**src/rtl/mw_add_seq.sv**
```systemverilog
// ---------------------------------------------------------------------------
// mw_add_seq -- multi-word add sequencer
//
// Builds a WIDTH*NWORDS-bit adder out of one narrow combinational adder
// (fa_nbit). The operand pair is latched on the accepting edge. The words
// are then fed to fa_nbit least-significant first, one per cycle. Each
// partial sum is registered, and the carry is chained to the next word.
//
// Parameters
//   WIDTH   word width; must equal the WIDTH of the attached fa_nbit
//   NWORDS  words per operand (>= 1); operand width OW = WIDTH*NWORDS
//
// Ports
//   clk    in   1      rising-edge clock
//   rst_n  in   1      asynchronous active-low reset
//   start  in   1      add request, accepted only while idle
//   a, b   in   OW     operands, sampled at the accepting edge
//   ci     in   1      carry into word 0, sampled at the accepting edge
//   busy   out  1      high while an add is in progress
//   done   out  1      one-cycle pulse: sum/co valid
//   sum    out  OW     result, held until the next done
//   co     out  1      carry out of the top word, held with sum
//   fa_a   out  WIDTH  current word of A to fa_nbit
//   fa_b   out  WIDTH  current word of B to fa_nbit
//   fa_ci  out  1      ci for word 0, otherwise the registered carry
//   fa_s   in   WIDTH  fa_nbit sum
//   fa_co  in   1      fa_nbit carry out
//   ovf    out  1      signed overflow, held with sum (only with MWADD_OVF_EN)
//
// Configuration macro: MWADD_OVF_EN adds the ovf output.
// ---------------------------------------------------------------------------
module mw_add_seq #(
    parameter int WIDTH  = 12,
    parameter int NWORDS = 4
) (
    input  logic                      clk,
    input  logic                      rst_n,
    input  logic                      start,
    input  logic [WIDTH*NWORDS-1:0]   a,
    input  logic [WIDTH*NWORDS-1:0]   b,
    input  logic                      ci,
    output logic                      busy,
    output logic                      done,
    output logic [WIDTH*NWORDS-1:0]   sum,
    output logic                      co,
    output logic [WIDTH-1:0]          fa_a,
    output logic [WIDTH-1:0]          fa_b,
    output logic                      fa_ci,
    input  logic [WIDTH-1:0]          fa_s,
    input  logic                      fa_co
`ifdef MWADD_OVF_EN
    ,
    output logic                      ovf
`endif
);

    localparam int OW = WIDTH * NWORDS;
    localparam int IW = (NWORDS > 1) ? $clog2(NWORDS) : 1;

    typedef enum logic {IDLE, RUN} state_t;

    state_t          state;
    logic [IW-1:0]   idx;
    logic [OW-1:0]   a_reg;
    logic [OW-1:0]   b_reg;
    logic            ci_reg;
    logic            carry;
    logic [OW-1:0]   shadow;
    logic [OW-1:0]   merged;
    logic            last_word;

    // The adder sees only registered values. There is no path from
    // start, a or b to fa_*, so fa_nbit's delay starts at a clock edge.
    assign fa_a      = a_reg[idx*WIDTH +: WIDTH];
    assign fa_b      = b_reg[idx*WIDTH +: WIDTH];
    assign fa_ci     = (idx == '0) ? ci_reg : carry;
    assign last_word = (idx == IW'(NWORDS - 1));

    // Result shadow with the word currently leaving fa_nbit already
    // inserted. On the final word, sum loads this complete value.
    // NOTE: the full default assignment before the partial overwrite keeps
    // every bit assigned on every path, so no latch is inferred.
    always_comb begin
        merged = shadow;
        merged[idx*WIDTH +: WIDTH] = fa_s;
    end

    // NOTE: sequential state uses non-blocking assignments only. Every
    // register reads the values it had before this edge, whatever order
    // the statements are written in.
    always_ff @(posedge clk or negedge rst_n) begin
        if (!rst_n) begin
            state  <= IDLE;
            idx    <= '0;
            a_reg  <= '0;
            b_reg  <= '0;
            ci_reg <= 1'b0;
            carry  <= 1'b0;
            shadow <= '0;
            sum    <= '0;
            co     <= 1'b0;
            busy   <= 1'b0;
            done   <= 1'b0;
`ifdef MWADD_OVF_EN
            ovf    <= 1'b0;
`endif
        end else begin
            done <= 1'b0;
            case (state)
                IDLE: begin
                    if (start) begin
                        a_reg  <= a;
                        b_reg  <= b;
                        ci_reg <= ci;
                        idx    <= '0;
                        busy   <= 1'b1;
                        state  <= RUN;
                    end
                end
                RUN: begin
                    shadow <= merged;
                    carry  <= fa_co;
                    if (last_word) begin
                        sum   <= merged;
                        co    <= fa_co;
                        done  <= 1'b1;
                        busy  <= 1'b0;
                        idx   <= '0;
                        state <= IDLE;
`ifdef MWADD_OVF_EN
                        // Signed overflow: both operands have the same sign,
                        // and the result sign differs from it.
                        ovf   <= (a_reg[OW-1] ~^ b_reg[OW-1]) &
                                 (merged[OW-1] ^ a_reg[OW-1]);
`endif
                    end else begin
                        idx <= idx + IW'(1);
                    end
                end
                default: state <= IDLE;
            endcase
        end
    end

endmodule
```
**config.mk**
```make
export PLATFORM = sky130hd
export DESIGN_NAME = mw_add_seq
export DESIGN_NICKNAME = d
export VERILOG_FILES = /design/src/rtl/mw_add_seq.sv
export SDC_FILE = /design/constraint.sdc
export NUM_CORES = 1
export LEC_CHECK = 0
export CAP_MARGIN = 10
export CORE_UTILIZATION = 50
export DETAILED_ROUTE_END_ITERATION = 7
export PLACE_DENSITY = 0.77
export SLEW_MARGIN = 30
export SYNTH_ARGS = -nofsm -noshare
export SYNTH_HDL_FRONTEND = slang
export SYNTH_SLANG_ARGS = --single-unit
```
**constraint.sdc**
```tcl
create_clock -name clk -period 3.2 [get_ports clk]
set_clock_uncertainty 0.15 [all_clocks]
set_input_delay 0.32 -clock clk [delete_from_list [all_inputs] [get_ports clk]]
set_output_delay 0.32 -clock clk [all_outputs]
set_load 0.1 [all_outputs]
```
==> impl_results.rst <==
.. list-table::
   :header-rows: 1

   * - Metric
     - Value
   * - RD Place Congestion
     - about 0.83
   * - Most frequent standard cell in the layout excluding fill and tap cells
     - dfrtp_1
   * - Required time of the critical path
     - 2.73 ns
   * - Reg2reg setup slack
     - approximately 0.52 ns
   * - Clock tree from TritonCTS
     - yes
   * - Commonest cells after routing, fill and taps aside
     - dfrtp_1, clkdlybuf4s50_1, mux2_2
   * - First-pass GRT wire length
     - 36,000 um
   * - Highest clock rate
     - 357 MHz
   * - CP max FO
     - 55
   * - Leading register cell type out of synthesis
     - dfrtp_1
   * - Antenna cells
     - 0
   * - Row count
     - 48
   * - Distinct cells, synth
     - 40
   * - Unrepaired setup endpoints after global routing
     - no
   * - Number of instances in the synthesized netlist
     - 700
   * - Starting Density
     - 0.513
   * - Clock transition at the registers of the reported paths
     - 0.07 ns
   * - Area growth from synthesis to layout
     - 29.4%
   * - Transition time at the pin with the least slew margin
     - 0.988 ns
   * - Routed Wire Length
     - between 20,000 and 25,000 um
   * - Total clock buffers created by CTS
     - 17
   * - Die footprint
     - about 0.018 sq mm
   * - Fraction of the yosys area taken by sequential cells
     - 0.564
   * - Outcome
     - finished, final reports clean
   * - Launching point of the worst reg2reg path
     - idx[1]
   * - Setup violations, final
     - 0
   * - Drt wl/cell
     - around 20 um
   * - DIE HEIGHT
     - approximately 140 um
   * - Number of global-route vias before repair
     - 6,869
   * - Buffers on Ports
     - 188
   * - Total overflow reported by the global router
     - 0
   * - GRT Util Overall
     - 0.259
   * - Die span in x
     - between 100 and 150 um
   * - Maximum number of pins on one net before global-route repair
     - 75
   * - Final WS setup
     - between 0.4 and 0.5 ns
   * - Clock H-tree levels
     - 4
   * - Worst min-delay path category
     - in -> async
   * - Fin. Hold Viols
     - 0
   * - Final-report max-slew violation count
     - 0
   * - Register bit count reported by yosys
     - 200
   * - Share of synthesized registers carrying an async set or reset
     - 1.00
   * - Core region area
     - between 0.015 and 0.02 sq mm
   * - Top-level I/O count
     - ~190
   * - Nature of the critical path startpoint
     - flip-flop
   * - Number of antenna violations at the first check in global routing
     - 1
   * - Routed via count
     - ~6,500
   * - Endpoint type of the worst setup path
     - primary output
   * - Remaining antenna violation count
     - 0
   * - Part of the cycle the worst path needs
     - 0.875
   * - Max capacitance violation total
     - 0
   * - Number of DRC violations after detailed routing
     - 0
   * - Worst Path Class, Setup
     - reg -> out
   * - Via/cell ratio
     - 5.82
   * - Post-synthesis area per instance
     - around 13 sq um
   * - Slew HR
     - 0.339
   * - Setup Fix Bufs, Post-CTS
     - 0
   * - Worst-skew pair later-pin latency
     - 0.43 ns
   * - HPWL reported at the end of detailed placement
     - 15,500 um
   * - Data arrival time at the worst-slack endpoint
     - 2.33 ns
   * - DRC violation total after the first TritonRoute iteration
     - 430
   * - Synth Net Count
     - 819
   * - Final min period
     - 2.80 ns
   * - Start point of the critical path
     - idx[0]
   * - Post-synth design cell area
     - 0.00887 sq mm
   * - Total Negative Setup Slacks
     - 0 ns
   * - Setup slack after placement
     - 0.569 ns
   * - Num Clock Sinks
     - 200
   * - # nets final
     - around 1,000
   * - Count of TritonRoute iterations in the first routing pass
     - 5
   * - Number of buffers on the longest clock path
     - 2
   * - Count of flip-flops with a built-in enable after synthesis
     - 0
   * - Yosys warning count
     - 0
   * - Root buffer cell
     - clkbuf_16
   * - Fraction of layout instances using a drive strength above 1
     - 0.288
==> final cells by class <==
cell class                      instances  area, sq um
Fill cell                            1280         5820
Sequential cell                       200         5010
Multi-Input combinational cell        442         3630
Timing Repair Buffer                  206         1900
Clock buffer                           17          425
Tap cell                              225          282
Clock inverter                         15          205
Inverter                               10         37.5
==> metrics by stage <==
step	hold WS (ns)	instance area [sq um]	utilization	instances
floorplan	-0.126	8870	-	700
global placement	0.212	10800	0.627	1082
detailed placement	0.225	10800	0.627	1082
CTS	0.308	11500	0.664	1115
global route	0.328	11500	0.664	1115
finish	0.317	11500	0.664	1115
==> repair_timing <==
action / 4_1_cts / 5_1_grt
hold endpoints to repair: 72 / 0
resized for setup: 0 / 0
hold buffers: 1 / 0
==> layer usage <==
metal	GRT usage	vias to the layer above	share of wire
met1	0.317	3253	0.40
li1	-	2925	-
met3	0.0860	44	0.080
met5	0	-	0
met2	0.426	263	0.50
met4	0.0986	0	0.026
==> path summary, 6_finish.rpt <==
kind / depth (start not counted) / end
setup / recovery: 3 / fa_b[5]
hold reg to reg: 2 / shadow[37]
setup reg to reg: 6 / sum[36]
hold / removal: 2 / busy
max in group asynchronous: 3 / a_reg[21]
min in group clk: 3 / co
==> synth_stat cells, drive strengths merged (5+ instances only) <==
cell	instances	share of area
nand2b	13	0.0092
mux2i	11	0.012
nor2	74	0.031
a22o	31	0.031
dfrtp	200	0.56
clkbuf	21	0.0089
and3	7	0.0049
nor3	8	0.0062
nand3	9	0.0051
buf	27	0.015
mux2	99	0.13
ha	6	0.0085
a31oi	8	0.0056
nand2	35	0.015
mux4	24	0.061
a221oi	25	0.025
a22oi	5	0.0042
o21ai	30	0.017
inv	10	0.0042
a21oi	23	0.013
==> kinds of logic (layout without fill, tap and decap cells) <==
logic type      Yosys count  count (layout)  synth area share
flops                   200             200             0.564
simple gates            162             162            0.0863
compound gates          139             139             0.112
mux                     134             134             0.199
buf+inv                  58             248            0.0277
fa+ha+maj                 6               6           0.00846
xor+xnor                  1               1           0.00183
==> critical path, cell delays in order, from the launching register on <==
cell     delay (ns)
dfrtp_2        0.35
buf_4          0.63
mux4_2         0.63
buf_4          0.26
Power is left out: the tool's default activity adds up to more than one toggle a clock period on the data nets, which glitch-free logic cannot reach.
==> RTL edit: new RTL, same settings <==
Add a define of `MWADD_OVF_EN`.
--- a/src/rtl/mw_add_seq.sv
+++ b/src/rtl/mw_add_seq.sv
@@ -30,4 +30,6 @@
 // Configuration macro: MWADD_OVF_EN adds the ovf output.
 // ---------------------------------------------------------------------------
+`define MWADD_OVF_EN
+
 module mw_add_seq #(
     parameter int WIDTH  = 12,
Check against the original RTL (old outputs only; new: ovf): equivalent (equiv_simple and equiv_induct, registers matched by name and starting in step).
==> RTL edit against the original RTL <==
Cell area rose by 1.6%; fmax increased by 5.3%; sequential cell count is 1 higher; count of clock-buffer cells in the layout up 11; setup slack improved by 140 ps; area after synthesis rose by 1.3%; non-clock buffer count is 1 higher; routed wire length increased by 0.55%; first-iteration DRC count fell by 7.7%; largest cell class unchanged.
Power is not shown: default switching activity piles up to over one toggle a cycle in this logic, so the estimate is an artifact.
==> RTL edit: results (changes against the original RTL) <==
Placed design
The worst setup slack before clock tree synthesis was 632.6 ps (was 568.9 ps). The placed cell area is 10,920 um^2 (was 10,840 um^2). The number of port buffers is 189 (was 188).

Status
Status: finished, final reports clean (unchanged).

Detailed routing
The routed wire length is 22,530 um (was 22,410 um). The starting DRC count in detailed routing is 397 (was 430). The wire length on met2 was 10,890 um (was 11,150 um).

The wire length on met1 is 9132 um (was 8876 um). The detail-routed via count per cell is 5.836 (was 5.816). The routed length per placed instance came to 20.25 um (was 20.10 um). The amount of wire on met3 after detailed routing came to 2062 um (was 1798 um).

Global route
The via count of the first global-routing pass came to 6,791 (was 6,869). The overall global routing resource usage was 24.88% (was 25.94%). The global-route met1 utilization is 31.04% (was 31.72%).

The global routing met3 resource utilization came to 7.867% (was 8.605%). The number of antenna violations at the first check in global routing was 0 (was 1).

Setup path
The worst-path maximum fanout is 28 (was 55). The launch point of the worst reg-to-reg path is idx[0]$_DFFE_PN0P_ (was idx[1]$_DFFE_PN0P_). The endpoint arrival time on the critical path is 2190 ps (was 2330 ps). The reg-to-reg setup timing slack came to 620 ps (was 520 ps). The capture instance of the worst register-to-register path is sum[15]$_DFFE_PN0P_ (was sum[36]$_DFFE_PN0P_).

Logic synthesis
Commonest cells post-synth: sky130_fd_sc_hd__dfrtp_1 (201), sky130_fd_sc_hd__mux2_2 (103), sky130_fd_sc_hd__nor2_1 (80) (was sky130_fd_sc_hd__dfrtp_1 (200), sky130_fd_sc_hd__mux2_2 (99), sky130_fd_sc_hd__nor2_1 (74)). The number of different library cells in the post-synthesis netlist is 51 (was 40). Leading post-synthesis cells by cell area: sky130_fd_sc_hd__dfrtp_1 (56%), sky130_fd_sc_hd__mux2_2 (13%), sky130_fd_sc_hd__mux4_2 (6.0%), sky130_fd_sc_hd__nor2_1 (3.3%), sky130_fd_sc_hd__a221oi_1 (3.0%) (was sky130_fd_sc_hd__dfrtp_1 (56%), sky130_fd_sc_hd__mux2_2 (13%), sky130_fd_sc_hd__mux4_2 (6.1%), sky130_fd_sc_hd__nor2_1 (3.1%), sky130_fd_sc_hd__a22o_1 (3.1%)). The fraction of the mapped netlist area in compound gates was 11.55% (was 11.23%).

The gate count of the mapped netlist came to 690 (was 700). The sequential-to-total area share from yosys stat is 56.00% (was 56.43%). The number of nets in the synthesized netlist is 809 (was 819).

CTS
The later-pin clock latency in the skew report is 500 ps (was 430 ps).

Finish
The final-layout fill cell count is 1,291 (was 1,280). The cell area after layout is 11,660 um^2 (was 11,480 um^2). The number of nets in the finished design came to 992 (was 996).
RTL edit: cell count changes in the layout (fill, tap and decap cells not counted), moves of 5 or more:
cell                        change
sky130_fd_sc_hd__a21oi_1        -7
sky130_fd_sc_hd__nor2_1         +6
sky130_fd_sc_hd__o2bb2ai_1      +5
sky130_fd_sc_hd__a221oi_1       +6
sky130_fd_sc_hd__nand2b_1       -8
sky130_fd_sc_hd__inv_6          -7
sky130_fd_sc_hd__nand3_1        -5
sky130_fd_sc_hd__a31oi_1        -8
sky130_fd_sc_hd__clkinv_2       +5
RTL edit: area by class of cell:
type / count / share of cell area [%]
well taps: 225 / 2.414
inverters: 10 / 0.3219
flip-flops and latches: 201 / 43.14
multi-input cells: 432 / 31.68
clock inverters: 10 / 1.320
clock buffers: 28 / 4.989
repair buffers: 207 / 16.13
RTL edit: how the worst max path moves through the flow:
stage | start | to | slack (ps)
finish | idx[0]$_DFFE_PN0P_ | fa_b[4] | 540
global route | idx[0]$_DFFE_PN0P_ | sum[15]$_DFFE_PN0P_ | 430
CTS | idx[0]$_DFFE_PN0P_ | fa_b[7] | 490
detailed placement | idx[0]$_DFFE_PN0P_ | sum[15]$_DFFE_PN0P_ | 630
global placement | idx[0]$_DFFE_PN0P_ | sum[15]$_DFFE_PN0P_ | 630
floorplan | idx[1]$_DFFE_PN0P_ | ovf$_DFFE_PN0P_ | 470
RTL edit: worst max-delay path: stages, from the launching register on:
cell and delay [ps]:
sky130_fd_sc_hd__dfrtp_2 370, sky130_fd_sc_hd__buf_4 470, sky130_fd_sc_hd__mux4_2 590, sky130_fd_sc_hd__buf_4 250
